`src/rtl/lenet_pkg.sv`:
```
// lenet_pkg: shared constants, FSM encoding and small helpers for the LeNet FC datapath.
package lenet_pkg;

    localparam int ACC_WIDTH       = 32;
    localparam int DATA_WIDTH      = 8;
    localparam int NEURON_CNT_W    = 10;
    localparam int SRAM_ADDR_WIDTH = 10;
    localparam int SHIFT_W         = 5;

    localparam int NUM_BANK_E      = 5;
    localparam int BYTES_PER_ADDR  = 4;
    localparam int INT8_MAX        = 127;
    localparam int INT8_MIN        = -128;

    // Writeback control: IDLE waits for a layer, RUN owns the write ports.
    typedef enum logic {
        ST_IDLE = 1'b0,
        ST_RUN  = 1'b1
    } wb_state_e;

    // Active-low lane mask: only the selected byte lane is written.
    function automatic logic [BYTES_PER_ADDR-1:0] lane_mask(input logic [1:0] lane);
        lane_mask = ~(4'b0001 << lane);
    endfunction

endpackage

```
`src/rtl/fc_quantizer.sv`:
```
// fc_quantizer: arithmetic shift of a pre-rounded sum, optional ReLU, saturation to int8.
module fc_quantizer
    import lenet_pkg::*;
(
    input  logic signed [ACC_WIDTH:0]    sum,
    input  logic        [SHIFT_W-1:0]    shift,
    input  logic                         relu_en,
    output logic signed [DATA_WIDTH-1:0] q
);

    localparam logic signed [ACC_WIDTH:0] SAT_HI = (ACC_WIDTH+1)'(INT8_MAX);
    localparam logic signed [ACC_WIDTH:0] SAT_LO = (ACC_WIDTH+1)'(INT8_MIN);

    logic signed [ACC_WIDTH:0] shifted;

    // The rounding half-LSB was already added upstream; only shift, clamp and saturate here.
    always_comb begin
        shifted = sum >>> shift;
        if (relu_en && shifted[ACC_WIDTH]) begin
            q = '0;
        end else if (shifted > SAT_HI) begin
            q = 8'sh7F;
        end else if (shifted < SAT_LO) begin
            q = 8'sh80;
        end else begin
            q = shifted[DATA_WIDTH-1:0];
        end
    end

endmodule

```
`src/rtl/fc_writeback.sv`:
```
// fc_writeback: FC output stage. Two-cycle pipeline from acc_valid to an SRAM e write,
// bank/lane/address counters for the scatter, and a running argmax reported at layer_done.
// Handshake: no backpressure; acc_valid is a one-cycle qualifier for acc_data and every
// accepted value produces exactly one write strobe two cycles later.
module fc_writeback
    import lenet_pkg::*;
(
    input  logic                       clk,
    input  logic                       srstn,
    input  logic                       layer_start,
    input  logic [NEURON_CNT_W-1:0]    num_neuron,
    input  logic [SHIFT_W-1:0]         shift,
    input  logic                       relu_en,
    input  logic [SRAM_ADDR_WIDTH-1:0] base_addr,
    input  logic                       acc_valid,
    input  logic [ACC_WIDTH-1:0]       acc_data,
    output logic                       sram_write_enable_e0,
    output logic                       sram_write_enable_e1,
    output logic                       sram_write_enable_e2,
    output logic                       sram_write_enable_e3,
    output logic                       sram_write_enable_e4,
    output logic [BYTES_PER_ADDR-1:0]  sram_bytemask_e,
    output logic [SRAM_ADDR_WIDTH-1:0] sram_waddr_e,
    output logic [DATA_WIDTH-1:0]      sram_wdata_e,
    output logic                       layer_done,
    output logic [NEURON_CNT_W-1:0]    class_id,
    output logic                       overflow_err
);

    wb_state_e state, next_state;

    logic [NEURON_CNT_W-1:0]    cfg_num;
    logic [SHIFT_W-1:0]         cfg_shift;
    logic                       cfg_relu;
    logic [SRAM_ADDR_WIDTH-1:0] cfg_base;

    logic [NEURON_CNT_W-1:0]    acc_cnt;
    logic [NEURON_CNT_W-1:0]    wr_cnt;
    logic [2:0]                 bank_cnt;
    logic [1:0]                 lane_cnt;
    logic [SRAM_ADDR_WIDTH-1:0] off_cnt;

    logic                        s1_valid;
    logic signed [ACC_WIDTH:0]   s1_sum;
    logic signed [ACC_WIDTH:0]   s1_next;
    logic signed [ACC_WIDTH:0]   round_add;
    logic signed [DATA_WIDTH-1:0] q;
    logic signed [DATA_WIDTH-1:0] best_val;
    logic [NEURON_CNT_W-1:0]     best_idx;

    logic busy, accept, drop, do_write, last_write;
    logic [NUM_BANK_E-1:0] we_n;
    logic [NUM_BANK_E-1:0] bank_sel_n;

    // FSM state register.
    always_ff @(posedge clk or negedge srstn) begin
        if (!srstn) state <= ST_IDLE;
        else        state <= next_state;
    end

    // FSM next state: a start always (re)enters RUN; the final write returns to IDLE.
    always_comb begin
        next_state = state;
        case (state)
            ST_IDLE: if (layer_start) next_state = ST_RUN;
            ST_RUN: begin
                if (layer_start)     next_state = ST_RUN;
                else if (last_write) next_state = ST_IDLE;
            end
            default: next_state = ST_IDLE;
        endcase
    end

    // FSM outputs: accept/drop decision and write qualifiers; a start masks everything in flight.
    always_comb begin
        busy       = (state == ST_RUN);
        accept     = acc_valid && !layer_start && busy && (acc_cnt != cfg_num);
        drop       = acc_valid && !layer_start && !accept;
        do_write   = s1_valid && !layer_start;
        last_write = do_write && (wr_cnt == cfg_num - NEURON_CNT_W'(1));
    end

    // Layer configuration latched on the start pulse.
    always_ff @(posedge clk or negedge srstn) begin
        if (!srstn) begin
            cfg_num   <= '0;
            cfg_shift <= '0;
            cfg_relu  <= 1'b0;
            cfg_base  <= '0;
        end else if (layer_start) begin
            cfg_num   <= num_neuron;
            cfg_shift <= shift;
            cfg_relu  <= relu_en;
            cfg_base  <= base_addr;
        end
    end

    // S1 rounding add: sign-extend by one bit so the half-LSB add cannot overflow.
    always_comb begin
        round_add = '0;
        if (cfg_shift != '0) round_add = (ACC_WIDTH+1)'(1) << (cfg_shift - SHIFT_W'(1));
        s1_next = $signed({acc_data[ACC_WIDTH-1], acc_data}) + round_add;
    end

    // S1 pipeline register.
    always_ff @(posedge clk or negedge srstn) begin
        if (!srstn) begin
            s1_valid <= 1'b0;
            s1_sum   <= '0;
        end else begin
            s1_valid <= accept;
            if (accept) s1_sum <= s1_next;
        end
    end

    fc_quantizer u_quant (
        .sum     (s1_sum),
        .shift   (cfg_shift),
        .relu_en (cfg_relu),
        .q       (q)
    );

    // Accepted-result counter and sticky overflow flag for surplus or out-of-layer results.
    always_ff @(posedge clk or negedge srstn) begin
        if (!srstn) begin
            acc_cnt      <= '0;
            overflow_err <= 1'b0;
        end else if (layer_start) begin
            acc_cnt      <= '0;
            overflow_err <= 1'b0;
        end else if (accept) begin
            acc_cnt <= acc_cnt + NEURON_CNT_W'(1);
        end else if (drop) begin
            overflow_err <= 1'b1;
        end
    end

    // Scatter counters (bank, then lane, then address) and running argmax, advanced per write.
    always_ff @(posedge clk or negedge srstn) begin
        if (!srstn) begin
            wr_cnt   <= '0;
            bank_cnt <= '0;
            lane_cnt <= '0;
            off_cnt  <= '0;
            best_val <= DATA_WIDTH'(INT8_MIN);
            best_idx <= '0;
        end else if (layer_start) begin
            wr_cnt   <= '0;
            bank_cnt <= '0;
            lane_cnt <= '0;
            off_cnt  <= '0;
            best_val <= DATA_WIDTH'(INT8_MIN);
            best_idx <= '0;
        end else if (do_write) begin
            wr_cnt <= wr_cnt + NEURON_CNT_W'(1);
            // Strictly greater, so a tie keeps the earlier index.
            if (q > best_val) begin
                best_val <= q;
                best_idx <= wr_cnt;
            end
            if (bank_cnt == 3'(NUM_BANK_E - 1)) begin
                bank_cnt <= '0;
                if (lane_cnt == 2'(BYTES_PER_ADDR - 1)) begin
                    lane_cnt <= '0;
                    off_cnt  <= off_cnt + SRAM_ADDR_WIDTH'(1);
                end else begin
                    lane_cnt <= lane_cnt + 2'd1;
                end
            end else begin
                bank_cnt <= bank_cnt + 3'd1;
            end
        end
    end

    // One-hot active-low bank select from the bank counter.
    always_comb begin
        bank_sel_n = ~(NUM_BANK_E'(1) << bank_cnt);
    end

    // Registered write ports: idle values unless a write issues this cycle.
    always_ff @(posedge clk or negedge srstn) begin
        if (!srstn) begin
            we_n            <= '1;
            sram_bytemask_e <= '1;
            sram_waddr_e    <= '0;
            sram_wdata_e    <= '0;
            layer_done      <= 1'b0;
            class_id        <= '0;
        end else begin
            we_n            <= '1;
            sram_bytemask_e <= '1;
            sram_waddr_e    <= '0;
            sram_wdata_e    <= '0;
            layer_done      <= 1'b0;
            if (do_write) begin
                we_n            <= bank_sel_n;
                sram_bytemask_e <= lane_mask(lane_cnt);
                sram_waddr_e    <= cfg_base + off_cnt;
                sram_wdata_e    <= q;
                layer_done      <= last_write;
                // The final neuron still competes for the argmax in its own write cycle.
                if (last_write) class_id <= (q > best_val) ? wr_cnt : best_idx;
            end
        end
    end

    assign sram_write_enable_e0 = we_n[0];
    assign sram_write_enable_e1 = we_n[1];
    assign sram_write_enable_e2 = we_n[2];
    assign sram_write_enable_e3 = we_n[3];
    assign sram_write_enable_e4 = we_n[4];

endmodule

```
`config.mk`:
```
export PLATFORM = sky130hd
export DESIGN_NAME = fc_writeback
export DESIGN_NICKNAME = d
export VERILOG_FILES = /design/src/rtl/lenet_pkg.sv /design/src/rtl/fc_quantizer.sv /design/src/rtl/fc_writeback.sv
export SDC_FILE = /design/constraint.sdc
export NUM_CORES = 1
export LEC_CHECK = 0
export CAP_MARGIN = 20
export CORE_MARGIN = 5
export CORE_UTILIZATION = 50
export CTS_CLUSTER_DIAMETER = 40
export CTS_CLUSTER_SIZE = 40
export DETAILED_ROUTE_END_ITERATION = 8
export GPL_TIMING_DRIVEN = 0
export MAX_ROUTING_LAYER = met4
export PLACE_DENSITY = 0.71
export SYNTH_ARGS = -nofsm -noshare
export SYNTH_HDL_FRONTEND = slang
export SYNTH_SLANG_ARGS = --single-unit
```
`constraint.sdc`:
```
create_clock -name clk -period 10.04 [get_ports clk]
set_input_delay 2.008 -clock clk [delete_from_list [all_inputs] [get_ports clk]]
set_output_delay 2.008 -clock clk [all_outputs]
set_load 0.05 [all_outputs]
```
=== Word level (Yosys, flattened, before mapping) ===
Index checks and enable logic that the tools add are counted.

* Register bits after elaboration: 153
* Bits in latches: 0
* Bits in writable memories: 0
* ROM bits: 0
* Input port bits: 62
* Output and inout port bits: 39
* Logic and storage cells: 103
* Memories kept: 0

* Add/sub/neg operators: 9
* Multipliers: 0
* Divide/modulo/power cells: 0
* Magnitude comparators: 3
* Equality and inequality tests: 5
* Shift-type cells: 4
* Multiplexer cells: 37
* Bitwise logic cells: 3
* Reduce and logical (&&, ||, !) cells: 21

{| class="wikitable"
|+ Operators with widths
! operator !! count
|-
| 2-to-1 mux 10 bit || 12
|-
| 2-to-1 mux 8 bit || 7
|-
| adder 32 x 33 -> 33 bit || 1
|-
| greater-than comparator 33 x 8 -> 1 bit (second input constant) || 1
|-
| less-than comparator 33 x 8 -> 1 bit (second input constant) || 1
|-
| 2-to-1 mux 33 bit || 1
|-
| left shift 1 x 5 -> 33 bit (first input constant) || 1
|-
| >>> shifter 33 x 5 -> 33 bit || 1
|-
| adder 10 x 1 -> 10 bit (second input constant) || 3
|-
| nonzero test 2 bit || 6
|-
| adder 10 bit || 1
|-
| equality test 10 bit || 1
|-
| inequality test 10 bit || 1
|-
| subtractor 10 x 1 -> 10 bit (second input constant) || 1
|-
| 2-to-1 mux 3 bit || 3
|-
| greater-than comparator 8 bit || 1
|-
| 2-to-1 mux 2 bit || 4
|-
| AND reduction 2 bit || 4
|-
| logical AND 1 bit || 7
|-
| 2-to-1 mux 1 bit || 7
|-
| 2-to-1 mux 5 bit || 1
|-
| inverter 5 bit || 1
|-
| nonzero test 5 bit || 1
|-
| left shift 1 x 3 -> 5 bit (first input constant) || 1
|-
| other kinds (13) || 14
|}

=== Depth between registers and ports, before layout ===
Gate-level depths: netlist of run 1.

* Word-level depth: 9
* Mapped depth: 25
* Mapped depth without buffers: 19

=== Hierarchy ===
A second synthesis of run 1 with hierarchy kept.

* Cell total of the unflattened synthesis: 1195
* Area total of the unflattened synthesis: 11437.2 µm²

{| class="wikitable"
|+ Modules (own cells, without submodules)
! module !! instances !! cells an instance !! area each (µm²) !! seq. area each (µm²)
|-
| fc_writeback || 1 || 944 || 9166.3 || 3841.2
|-
| fc_quantizer || 1 || 251 || 2270.9 || 0.0
|}

=== Worst setup path before layout of run 1 ===
Ideal clock, no wire load.

* Path type: register to register
* Start point: reg cfg_shift[0]
* End point: reg class_id[0]
* Setup time: 0.137 ns
* Arrival time: 4.386 ns
* Data required time: 9.903 ns
* Slack: 5.517 ns
* Cell stages (with the launch flop): 20
* Buffers on the path: 3
* Clock period less this slack: 4.523 ns
* Path through: dfrtp_1 buf_6 buf_6 mux4_2 mux2_2 nor2_1 a41oi_1 o41ai_2 a31o_4 o21ai_2 ha_1 nor2b_1 o21a_1 o21a_1 o211ai_1 a21boi_1 o41ai_1 clkbuf_1 mux2i_1 a21oi_1

* Word-level cells in the longest chain between the ends: 7
* Elaborated cells between the ends (all ways): 9
* Classes of those cells: order compare: 3; shift: 1; mux: 4; reduce/logical: 1

{| class="wikitable"
|+ Ends and longest elaborated chain
! what !! line !! text
|-
| from (decl) || fc_writeback.sv:33 || <nowiki>logic [SHIFT_W-1:0] cfg_shift;</nowiki>
|-
| from (signal assigned) || fc_writeback.sv:92 || <nowiki>cfg_shift <= shift;</nowiki>
|-
| >>> shifter 33 x 5 -> 33 bit (*) || fc_quantizer.sv:18 || <nowiki>shifted = sum >>> shift;</nowiki>
|-
| less-than comparator 33 x 8 -> 1 bit || fc_quantizer.sv:23 || <nowiki>end else if (shifted < SAT_LO) begin</nowiki>
|-
| 2-to-1 mux 8 bit || fc_quantizer.sv:23 ||
|-
| 2-to-1 mux 8 bit || fc_quantizer.sv:21 || <nowiki>end else if (shifted > SAT_HI) begin</nowiki>
|-
| 2-to-1 mux 8 bit (*) || fc_quantizer.sv:19 || <nowiki>if (relu_en && shifted[ACC_WIDTH]) begin</nowiki>
|-
| greater-than comparator 8 bit (*) || fc_writeback.sv:202 || <nowiki>if (last_write) class_id <= (q > best_val) ? wr_cnt : best_idx;</nowiki>
|-
| 2-to-1 mux 10 bit (*) || -- ||
|-
| to (signal assigned) || fc_writeback.sv:202 ||
|-
| to (decl) || fc_writeback.sv:26 || <nowiki>output logic [NEURON_CNT_W-1:0] class_id,</nowiki>
|}

Mark *: on every way between the ends. The rest lies on a longest branch, timed or not.
A chain may end at the register's enable or synchronous reset.

=== Worst setup path in the final report of run 1 ===
* Start point: reg cfg_shift[2]
* End point: reg class_id[3]

Same word-level chain as after synthesis.

==> impl_metrics.tcl, run 1 <==
set metrics [dict create \
    syn_to_final_growth_pct 18.5 \
    wl_per_cell_um 17.8 \
    cap_violations 0 \
    drv_slew 0 \
    end_kind "flop" \
    port-buffer-count 100 \
    grt_antenna_before_repair 0 \
    post_cts_buffers 0 \
    synth_edf_count 0 \
    cts.clk_slew.worst_paths_ns 0.06 \
    cts_resized 0 \
    yosysSeqAreaShare 0.364 \
    p_per_area_nw_per_um2 148 \
    drc 0 \
    final_common_cell "dfrtp_1" \
    worstReg2RegEnd "class_id[3]$_DFFE_PN0P_" \
    yosys_warnings 0 \
    grt_util_all_layers 0.240 \
    synth_area_um2 10600 \
    num_vias 9036 \
    worstSkewPairLatency_ns 0.42 \
    postSynthCellCount 1144 \
    worst_pin_slew_ns 0.785 \
    synth-async-reset-ratio 1.00 \
    place_hpwl_mm 21.3 \
    die_w_um 155 \
    via_per_inst 5.82 \
    drt_wl_total_mm 27.6 \
    rsz0062_at_grt "false" \
    critical-path-top-delay-family "compound AO/OA/AOI/OAI gates" \
    synth_seq_cells 153 \
    hold_violations 0 \
    die_h_um 155 \
    holdBufCountCts 0 \
    core_area_um2 20900 \
    cts_made_buffers 17 \
    register_area_um2 3840 \
    place_ws_ns 4.51 \
    yosys_most_used_dff "dfrtp_1" \
    drtIter0Drc 596 \
    multi_input_area_um2 6260 \
    critPathMaxFanout 10 \
    final_nets 1390 \
    grt_pass1_wl_mm 45.5 \
    path_depth 20 \
    worstHoldPathCells 2 \
    worstPathCellList "buf_2, inv_2, buf_2, nand2_1, o21ai_1, a2111oi_0, nor4bb_1, nand4_1, o21a_1, o21ai_2, ha_1, nor2b_1, o21a_1, o21a_1, o211ai_1, a21boi_1, o41ai_1, clkbuf_1, mux2i_1, a21oi_1" \
    placementRows 53 \
    io_pins 101 \
    critPathMaxStageDelay_ns 0.65 \
    peakVddDrop_mv 0.108 \
    cp_data_arrival_time_ns 5.91 \
    grt_pass1_vias 8855 \
    timing.reg2reg.setup_slack_ns 4.42 \
    max_freq_mhz 178 \
    hp-class "flop to flop" \
    crit_path_start_kind "flop" \
    finalSetupViolCount 0 \
    hold_start "s1_sum[1]$_DFFE_PN0P_" \
    crit_top_cell "o21a_1" \
    slew_headroom 0.470 \
    setup_slack_ns 4.42 \
    die_area_um2 24100 \
    rr_worst_depth 20 \
    cts_tree "done" \
    yosys-top-cells-area "dfrtp_1 (34%), ha_1 (7.4%), mux4_2 (5.1%), nor2_1 (5.1%), nand2_1 (4.3%)" \
    drtAntennaViolNets 0 \
    status "completed" \
    layout.cells.most_common_list "dfrtp_1 (143), nor2_1 (142), nand2_1 (121), clkdlybuf4s50_1 (99), ha_1 (62)" \
    htreeDepth 4 \
    antennaDiodeCount 0 \
    drive_gt1_frac 0.0971 \
    critPathKind "flop to flop" \
    ys_types 76 \
    clkSinkCount 153 \
    critPathBufInv 4 \
    clockBufferDepth 2 \
    synth_top_area_frac 0.339 \
    synth_fp_nets 1270 \
    yosys.area.top_type "dfrtp_1" \
    fillCellCount 1881 \
    grt_overflow_total 0 \
    cp_slowest_cell "o41ai_1" \
    p_leak_nw 5.41 \
    min_period_ns 5.62 \
    routabilityCongestion 0.960 \
    worstReg2RegStart "cfg_shift[2]$_DFFE_PN0P_" \
    cts_root_buf "clkbuf_16" \
    skew_ns 0.00866 \
    grt_max_degree 96 \
    required_ns 10.32 \
    tns_ns 0 \
    dr.pass1.iters 5 \
    start_util 0.505 \
    hold_path_end "s1_sum[1]$_DFFE_PN0P_" \
    post-route-period-util 0.560 \
    syn_area_per_cell_um2 9.22 \
]
-- report_power, final --
| group | internal (W) | switching [W] | leakage [nW] |
|---|---|---|---|
| combinational | 0.000223 | 0.000299 | 3.15 |
| clock | 0.000366 | 0.000263 | 0.280 |
| sequential | 0.000659 | 0.0000410 | 1.98 |
| total | 0.00125 | 0.000603 | 5.41 |
-- flip-flops by register name, summed over array words and instances (netlist names) --
| name | cells |
|---|---|
| cfg_shift | 5 |
| wr_cnt | 10 |
| sram_bytemask_e | 4 |
| layer_done | 1 |
| lane_cnt | 2 |
| sram_waddr_e | 10 |
| cfg_relu | 1 |
| sram_wdata_e | 8 |
| we_n | 5 |
| best_idx | 10 |
| cfg_num | 10 |
| s1_sum | 33 |
| s1_valid | 1 |
| busy | 1 |
| best_val | 8 |
| cfg_base | 10 |
| acc_cnt | 10 |
| overflow_err | 1 |
| class_id | 10 |
| off_cnt | 10 |
| bank_cnt | 3 |
-- cell families after synthesis --
logic type,count (synthesis),share of synthesized area
AND/OR/NAND/NOR,389,0.165
AO/OA/AOI/OAI,244,0.151
flip-flops,153,0.364
buffers and inverters,107,0.0425
multiplexers,105,0.132
XOR/XNOR,81,0.0672
adder cells (fa/ha/maj),64,0.0773
other,1,0.000355
-- synth_stat cells (12+ instances only) --
master,count
dfrtp_1,143
nor2_1,142
nand2_1,121
ha_1,62
a21oi_1,56
o21ai_0,49
mux2i_1,45
clkbuf_1,42
xnor2_1,41
inv_1,40
xor2_1,40
mux2_2,34
nand4_1,28
o21ai_1,26
mux4_2,24
nand3_1,24
nor3_1,16
a21o_1,14
or3_1,12
-- worst max-delay path by stage --
stage	from	to	slack (ns)
detailed placement	cfg_shift[1]$_DFFE_PN0P_	class_id[3]$_DFFE_PN0P_	4.51
floorplan	cfg_shift[0]$_DFFE_PN0P_	class_id[0]$_DFFE_PN0P_	5.52
global route	cfg_shift[0]$_DFFE_PN0P_	class_id[3]$_DFFE_PN0P_	4.02
CTS	cfg_shift[0]$_DFFE_PN0P_	class_id[3]$_DFFE_PN0P_	4.46
global placement	srstn	acc_cnt[9]$_DFFE_PN0P_	0.79
finish	cfg_shift[2]$_DFFE_PN0P_	class_id[3]$_DFFE_PN0P_	4.42
-- routing by layer --
layer | share of wire | global-route usage | vias to the layer above
met1 | 0.47 | 0.331 | 4391
met3 | 0.051 | 0.0309 | 50
met4 | 0.023 | 0.0767 | 0
met5 | 0 | - | -
li1 | - | - | 4328
met2 | 0.46 | 0.370 | 267
-- per-stage QoR --
stage               power, W  std cells  cell area (um2)  hold slack, ns   util
finish               0.00185       1552            12500           0.479  0.599
global route         0.00194       1552            12500           0.498  0.599
CTS                  0.00186       1552            12500           0.483  0.599
detailed placement   0.00122       1520            11900           0.470  0.571
global placement     0.00122       1519            11900           0.466  0.569
floorplan            0.00106       1144            10600           0.445      -
-- layout make-up --
| class | count | area share |
|---|---|---|
| Inverter | 43 | 0.0129 |
| Tap cell | 275 | 0.0275 |
| Sequential cell | 153 | 0.307 |
| Buffer | 64 | 0.0229 |
| Multi-Input combinational cell | 884 | 0.501 |
| Clock buffer | 22 | 0.0379 |
| Timing Repair Buffer | 101 | 0.0823 |
| Clock inverter | 10 | 0.00870 |
-- worst reg2reg max path, cell delays in order (launching register included) --
cell	delay [ns]
dfrtp_1	0.31
buf_2	0.22
inv_2	0.11
buf_2	0.21
nand2_1	0.38
o21ai_1	0.16
a2111oi_0	0.45
nor4bb_1	0.30
nand4_1	0.17
o21a_1	0.28
o21ai_2	0.23
ha_1	0.28
nor2b_1	0.14
o21a_1	0.17
o21a_1	0.17
o211ai_1	0.15
a21boi_1	0.09
o41ai_1	0.65
clkbuf_1	0.59
mux2i_1	0.32
a21oi_1	0.10
No activity file was read; power rests on OpenSTA's default activity.
==> run 2, diff against run 1 <==
==> constraint.sdc (replaced) <==
create_clock -name clk -period 5.8 [get_ports clk]
set_input_delay 1.16 -clock clk [delete_from_list [all_inputs] [get_ports clk]]
set_output_delay 1.16 -clock clk [all_outputs]
set_load 0.05 [all_outputs]
==> impl_metrics.tcl, run 2 (synthesized netlist as in run 1, its figures left out) <==
set metrics [dict create \
    status "completed" \
    syn_to_final_growth_pct 18.6 \
    grt_pass1_wl_mm 45.5 \
    timing.reg2reg.setup_slack_ns 0.60 \
    cts_made_buffers 17 \
    drtIter0Drc 594 \
    io_pins 101 \
    routabilityCongestion 0.960 \
    cts_tree "done" \
    final_nets 1390 \
    grt_util_all_layers 0.240 \
    max_freq_mhz 192 \
    setup_slack_ns 0.599 \
    dp_cells 1520 \
    tns_ns 0 \
    grt_max_degree 96 \
    hold_start "s1_sum[1]$_DFFE_PN0P_" \
    placementRows 53 \
    worstPathCellList "buf_2, inv_2, buf_2, nand2_1, o21ai_1, a2111oi_0, nor4bb_1, nand4_1, o21a_1, o21ai_2, ha_1, nor2b_1, o21a_1, o21a_1, o211ai_1, a21boi_1, o41ai_2, or2_1, nor2b_1, clkbuf_1, a22o_1" \
    clkSinkCount 153 \
    core_area_um2 20900 \
    slew_headroom 0.534 \
    hold_violations 0 \
    cts_root_buf "clkbuf_16" \
    worstSkewPairLatency_ns 0.42 \
    cp_slowest_cell "a2111oi_0" \
    critPathLaunch "cfg_shift[2]$_DFFE_PN0P_" \
    end_kind "flop" \
    path_depth 21 \
    critPathMaxStageDelay_ns 0.46 \
    critical-path-top-delay-family "compound AO/OA/AOI/OAI gates" \
    largest_reg_flops 33 \
    min_period_ns 5.20 \
    hp-class "flop to flop" \
    p_leak_nw 5.42 \
    skew_ns 0.00778 \
    rsz0062_at_grt "false" \
    port-buffer-count 100 \
    cts.clk_slew.worst_paths_ns 0.06 \
    die_w_um 155 \
    drtAntennaViolNets 0 \
    num_vias 9017 \
    cp-endpoint "best_val[1]$_DFFE_PN0P_" \
    critPathKind "flop to flop" \
    cap_violations 0 \
    fin_cells 1552 \
    drc 0 \
    p_per_area_nw_per_um2 256 \
    crit_top_cell "o21a_1" \
    worst_pin_slew_ns 0.699 \
    cts_resized 0 \
    htreeDepth 4 \
    cp_data_arrival_time_ns 5.56 \
    grt_pass1_vias 8855 \
    power_w 0.00321 \
    critPathMaxFanout 10 \
    die_area_um2 24100 \
    drv_slew 0 \
    layout.cells.most_common_list "dfrtp_1 (143), nor2_1 (142), nand2_1 (121), clkdlybuf4s50_1 (99), ha_1 (62)" \
    clockBufferDepth 2 \
    holdBufCountCts 0 \
    rr_worst_depth 21 \
    drive_gt1_frac 0.0987 \
    finalSetupViolCount 0 \
    worstReg2RegStart "cfg_shift[2]$_DFFE_PN0P_" \
    place_hpwl_mm 21.3 \
    final_common_cell "dfrtp_1" \
    dr.pass1.iters 5 \
    peakVddDrop_mv 0.187 \
    grt_overflow_total 0 \
    crit_path_start_kind "flop" \
    post_cts_buffers 0 \
    antennaDiodeCount 0 \
    worstReg2RegEnd "best_val[1]$_DFFE_PN0P_" \
    drt_wl_total_mm 27.7 \
    via_per_inst 5.81 \
    required_ns 6.16 \
    post-route-period-util 0.897 \
    start_util 0.505 \
    grt_antenna_before_repair 0 \
    wl_per_cell_um 17.8 \
    die_h_um 155 \
    place_ws_ns 0.273 \
    regMostFlops "s1_sum" \
    critPathBufInv 4 \
]
[run 2: cell counts in the layout (fill, tap and decap cells not counted)]
No cell type changed its count.
[run 2: stage by stage]
stage                     hold slack, ns  utilization  area, um2
after detailed placement           0.470        0.571      11900
after global routing               0.498        0.599      12500
after CTS                          0.483        0.599      12500
final                              0.477        0.599      12500
after global placement             0.466        0.569      11900
after floorplan                    0.445            -      10600
[run 2: how the worst min path moves through the flow]
stage | end | slack, ns | depth (start not counted)
final | s1_sum[1]$_DFFE_PN0P_ | 0.48 | 2
after global routing | best_val[2]$_DFFE_PN0P_ | 0.50 | 1
after CTS | s1_sum[1]$_DFFE_PN0P_ | 0.48 | 2
after detailed placement | s1_sum[1]$_DFFE_PN0P_ | 0.47 | 2
after global placement | s1_sum[1]$_DFFE_PN0P_ | 0.47 | 2
after floorplan | s1_sum[0]$_DFFE_PN0P_ | 0.44 | 2
[run 2: where the power goes]
part | switching [W] | internal [W] | leakage (nW)
sequential | 0.0000710 | 0.00114 | 1.98
combinational | 0.000519 | 0.000388 | 3.16
clock | 0.000455 | 0.000634 | 0.280
total | 0.00105 | 0.00216 | 5.42
[run 2: final cells by class]
cell class,count,area (um2)
sequential,153,3840
timing repair buffer,101,1030
inverter,43,161
clock inverter,10,109
clock buffer,22,474
tap,275,344
fill,1878,8370
multi-input combinational,884,6270
buffer,64,288
[run 2: worst reg2reg max path, cell delays in order, from the launching register on]
cell       delay (ns)
dfrtp_1          0.31
buf_2            0.22
inv_2            0.11
buf_2            0.21
nand2_1          0.38
o21ai_1          0.16
a2111oi_0        0.46
nor4bb_1         0.31
nand4_1          0.17
o21a_1           0.28
o21ai_2          0.23
ha_1             0.28
nor2b_1          0.14
o21a_1           0.17
o21a_1           0.17
o211ai_1         0.15
a21boi_1         0.11
o41ai_2          0.41
or2_1            0.18
nor2b_1          0.14
clkbuf_1         0.36
a22o_1           0.20
[run 2: routing by layer]
layer / GRT usage / part of all wire / vias to the layer above
li1: - / - / 4324
met1: 0.331 / 0.47 / 4380
met2: 0.370 / 0.46 / 261
met3: 0.0309 / 0.049 / 52
met4: 0.0767 / 0.024 / 0
met5: - / 0 / -
